**src/rtl/mem_access_ctrl.sv**
```systemverilog
// Single-access handshake controller between the address register and the image RAM.
// Optional AUTO_INC_EN adds addr_next, the post-access address for raster scans.
module mem_access_ctrl #(
  parameter int ADDR_W   = 18,
  parameter int DATA_W   = 8,
  parameter int RD_LAT   = 2,
  parameter int IMG_SIZE = 65536
) (
  input  logic              clk,
  input  logic              rst,
  input  logic [ADDR_W-1:0] addr_in,
  input  logic [DATA_W-1:0] wdata_in,
  input  logic              rd_req,
  input  logic              wr_req,
  output logic              busy,
  output logic              done,
  output logic              err,
  output logic [DATA_W-1:0] rdata_out,
  output logic [ADDR_W-1:0] mem_addr,
  output logic [DATA_W-1:0] mem_wdata,
  output logic              mem_en,
  output logic              mem_we,
  input  logic [DATA_W-1:0] mem_rdata
`ifdef AUTO_INC_EN
  ,
  output logic [ADDR_W-1:0] addr_next
`endif
);

  typedef enum logic [2:0] {
    IDLE,
    RD_ISSUE,
    RD_WAIT,
    WR_ISSUE,
    FINISH
  } state_t;

  localparam logic [ADDR_W:0]   LIMIT  = (ADDR_W+1)'(IMG_SIZE);
  localparam logic [ADDR_W-1:0] LAST   = ADDR_W'(IMG_SIZE - 1);
  localparam logic [2:0]        LAT_M1 = 3'(RD_LAT - 1);

  state_t     state;
  logic [2:0] cnt;
  logic       rejected;
  logic       oob;

  // Extra top bit keeps the compare exact for every address bit pattern.
  assign oob = ({1'b0, addr_in} >= LIMIT);

  always_ff @(posedge clk or posedge rst) begin
    if (rst) begin
      state     <= IDLE;
      cnt       <= '0;
      rejected  <= 1'b0;
      busy      <= 1'b0;
      done      <= 1'b0;
      err       <= 1'b0;
      rdata_out <= '0;
      mem_addr  <= '0;
      mem_wdata <= '0;
      mem_en    <= 1'b0;
      mem_we    <= 1'b0;
`ifdef AUTO_INC_EN
      addr_next <= '0;
`endif
    end else begin
      done <= 1'b0;
      err  <= 1'b0;
      unique case (state)
        IDLE: begin
          if (rd_req || wr_req) begin
            mem_addr  <= addr_in;
            mem_wdata <= wdata_in;
            busy      <= 1'b1;
            rejected  <= oob;
            if (oob) begin
              state <= FINISH;
            end else if (wr_req) begin
              state  <= WR_ISSUE;
              mem_en <= 1'b1;
              mem_we <= 1'b1;
            end else begin
              state  <= RD_ISSUE;
              mem_en <= 1'b1;
              cnt    <= LAT_M1;
            end
          end
        end
        RD_ISSUE, RD_WAIT: begin
          mem_en <= 1'b0;
          if (cnt == 3'd0) begin
            rdata_out <= mem_rdata;
            state     <= FINISH;
          end else begin
            cnt   <= cnt - 3'd1;
            state <= RD_WAIT;
          end
        end
        WR_ISSUE: begin
          mem_en <= 1'b0;
          mem_we <= 1'b0;
          state  <= FINISH;
        end
        FINISH: begin
          done  <= 1'b1;
          err   <= rejected;
          busy  <= 1'b0;
          state <= IDLE;
`ifdef AUTO_INC_EN
          if (!rejected)
            addr_next <= (mem_addr == LAST) ? '0 : mem_addr + 1'b1;
`endif
        end
        default: begin
          state  <= IDLE;
          busy   <= 1'b0;
          mem_en <= 1'b0;
          mem_we <= 1'b0;
        end
      endcase
    end
  end

endmodule

```
**config.mk**
```make
export PLATFORM = sky130hd
export DESIGN_NAME = mem_access_ctrl
export DESIGN_NICKNAME = d
export VERILOG_FILES = /design/src/rtl/mem_access_ctrl.sv
export SDC_FILE = /design/constraint.sdc
export NUM_CORES = 1
export LEC_CHECK = 0
export BUFFER_PORTS_ARGS = -buffer_cell sky130_fd_sc_hd__buf_4
export CORE_MARGIN = 1.5
export CORE_UTILIZATION = 50
export CTS_BUF_LIST = sky130_fd_sc_hd__clkbuf_2
export CTS_CLUSTER_DIAMETER = 100
export DETAILED_ROUTE_END_ITERATION = 6
export PLACE_DENSITY = 0.82
export SLEW_MARGIN = 40
export SYNTH_ARGS = -nofsm -noshare
export SYNTH_HDL_FRONTEND = slang
export SYNTH_SLANG_ARGS = --single-unit
```
**constraint.sdc**
```tcl
create_clock -name clk -period 2 [get_ports clk]
set_input_delay 0.2 -clock clk [delete_from_list [all_inputs] [get_ports clk]]
set_output_delay 0.2 -clock clk [all_outputs]
set_load 0.02 [all_outputs]
```
==> results.md <==
- Outcome: complete, no violations
- CP Capture Type: flop
- Die ar.: 4210 um2
- RSZ-0062 raised after global routing: false
- Pwr dens: 1580 nW/um2
- Clk sink count: 46
- DR iter-0 viols: 38
- Max_cap viols: 0
- CTS tree: yes
- Critical path arrival: 2.01 ns
- Final HPWL DP: 2740 um
- VDD IR max: 0.901 mV
- Cell count after synthesis: 136
- Antenna violations before repair: 0
- Area leader, netlist: dfrtp_1
- Total gr overflow: 0
- Final setup TNS: 0 ns
- CTS max path bufs: 2
- Final Hold Vio Count: 0
- CTS clk-pin slew, worst paths: 0.21 ns
- Syn. warnings: 0
- P_leak: 1.41 nW
- CP Cell Sequence: nor4_4 > buf_12 > mux2_2
- Avg WL per Cell: 14.7 um
- Area of the multi-input gates: 717 um2
- Post-route minimum period: 1.68 ns
- CP Max Fanout: 29
- Rows: 22
- Rel. slew slack: 0.637
- Ratio of cells with drive above 1 in the final layout: 0.498
- Area share of the largest cell type after synthesis: 0.602
- Placed cells: 256
- Number of fill cells: 204
- Die height: 64.9 um
- Dpl cell area: 2540 um2
- Delay-heaviest family, CP: flip-flops
- Synth top area cells: dfrtp_1, mux2_2, mux2_4, nor2_1, nor2b_1
- Tightest Pin Transition: 0.544 ns
- GRT Overall Usage: 0.224
- Area Overhead vs Synth: 54.7%
- CTS Root Buffer Type: clkbuf_2
- Syn_area_per_cell: 14.1 um2
- Non-filler instance count after layout: 299
- Critical-path top delay cell: dfrtp_1
- Starting density of the core: 0.523
- Gpl congestion: 0.758
- First-pass GRT wire length: 7020 um
- Clk_lat worst skew: 0.42 ns
- Yosys cell types: 30
- Largest net degree at the start of global routing: 47
- Vias in the first global route: 1606
- Mapped Area: 1910 um2
- DRT Pass-1 Iters: 4
- Max Clock Freq: 595 MHz
- Final worst path period share: 0.840
- I/O Pins: 77
- Antenna diodes: 0
- Critical path class: reg -> reg
- Post-route cell area: 2960 um2
- Die width: 64.9 um
- # setup viols final: 0
- Core area: 3660 um2
- Mapped Nets: 176
- Largest stage delay, worst path: 0.59 ns
- TritonCTS Buffers: 5
- H-tree Lvls: 2
- Sequential standard cell area: 1150 um2
- CP Buf/Inv Count: 1
- Worst Path Required: 2.33 ns
- Sequential fraction of the synthesis area: 0.602
- Final ANT Viol Nets: 0
- Nets: 290
- Final Skew: 0.00772 ns
- Tot Pwr: 4.67 mW
- Drt total wl: 4390 um
- Via count: 1478
- #FFs+latches synth: 46
- Hold Path Class: in -> reg
- Type of origin of the critical path: flop
- Setup Buffers After CTS: 0
- Port Buffers: 76
- DRC violations left: 0
- Via density: 4.94
- Final max-slew violation count: 0
[registers in the layout (all words and copies together), names as in the netlist]
signal     flops
mem_we         1
mem_en         1
err            1
mem_addr      18
rejected       1
busy           1
mem_wdata      8
done           1
state          3
rdata_out      8
cnt            3
[placed cells by master, fill, tap and decap left out, types with 2 or more instances in the layout]
cell type / instances
nor2b_1: 5
nand3_1: 2
ha_1: 2
nor3_1: 6
buf_4: 77
a21oi_1: 2
mux2_2: 27
dfrtp_1: 46
o31ai_1: 2
nor4_4: 2
dlygate4sd3_1: 35
mux2_4: 7
and2_1: 2
a31oi_1: 2
clkinv_2: 2
inv_1: 4
nor2_1: 9
clkbuf_2: 5
[synth_stat cells]
cell type / instances
nand2_2: 1
nor4b_1: 1
nand2b_1: 1
o21ai_0: 1
buf_4: 1
or4b_4: 1
buf_1: 3
o31ai_1: 2
nor3_1: 6
xnor2_1: 1
a211o_1: 1
nand3_1: 2
a21o_1: 1
nor4_2: 1
mux2_2: 27
a31oi_1: 2
nor4_4: 1
mux2_4: 7
a21oi_1: 2
a211oi_1: 1
buf_2: 1
nor2_1: 9
inv_1: 5
o22ai_1: 1
nor2b_1: 5
and3_1: 1
buf_6: 1
dfrtp_1: 46
and2_1: 2
ha_1: 2
[final timing paths]
kind                            cells past startpoint           end     start  slack [ns]
worst max-delay path                                3   mem_addr[9]  state[0]        0.32
worst max register to register                      3   mem_addr[9]  state[0]        0.32
min in group asynchronous                           4  mem_addr[15]       rst        0.43
max in group asynchronous                           4   mem_addr[5]       rst        1.20
worst min-delay path                                3      state[1]    wr_req        0.06
worst min register to register                      1        cnt[0]    cnt[0]        0.49
[stage by stage]
stage / setup slack, ns / hold slack, ns / util
global placement: 0.417 / 0.365 / 0.695
detailed placement: 0.337 / 0.379 / 0.695
CTS: 0.320 / 0.0433 / 0.809
finish: 0.319 / 0.0648 / 0.809
floorplan: 0.543 / 0.348 / -
global route: 0.238 / 0.0613 / 0.809
[area by class of cell]
type | instances | area share
Clock buffer | 5 | 0.00845
Clock inverter | 3 | 0.0135
Timing Repair Buffer | 113 | 0.320
Multi-Input combinational cell | 79 | 0.242
Inverter | 5 | 0.00634
Sequential cell | 46 | 0.389
Tap cell | 48 | 0.0203
[metal layers]
metal  wire (um)  GRT usage  vias to the layer above  share of wire
met4          57     0.0851                        0          0.013
met1        1720      0.242                      707           0.39
met2        2310      0.412                       58           0.53
li1            -          -                      708              -
met5           0          0                        -              0
met3         297     0.0608                        5          0.068
[worst min-delay path, cell delays in order]
cell and delay (ns):
buf_4 0.10, a31oi_1 0.07, nor2_1 0.10
[power breakdown]
| group | switching (mW) | internal [mW] | leakage [nW] | total [mW] |
|---|---|---|---|---|
| clock network | 0.285 | 0.207 | 0.0427 | 0.492 |
| registers | 0.355 | 1.40 | 0.541 | 1.75 |
| logic | 1.16 | 1.26 | 0.829 | 2.43 |
| total | 1.80 | 2.87 | 1.41 | 4.67 |
[repair_timing]
| action | CTS | global route |
|---|---|---|
| hold buffers | 35 | 0 |
| hold endpoints to repair | 80 | 0 |
| resized for setup | 0 | 0 |
[logic make-up (layout without fill, tap and decap cells)]
kind of cell / count (synthesis) / count (layout) / share of synthesized area
fa+ha+maj: 2 / 2 / 0.0131
compound gates: 11 / 11 / 0.0379
flops: 46 / 46 / 0.602
mux: 34 / 34 / 0.214
simple gates: 31 / 31 / 0.101
buf+inv: 11 / 126 / 0.0281
xor+xnor: 1 / 1 / 0.00458
(Power assumes the default switching activity.)
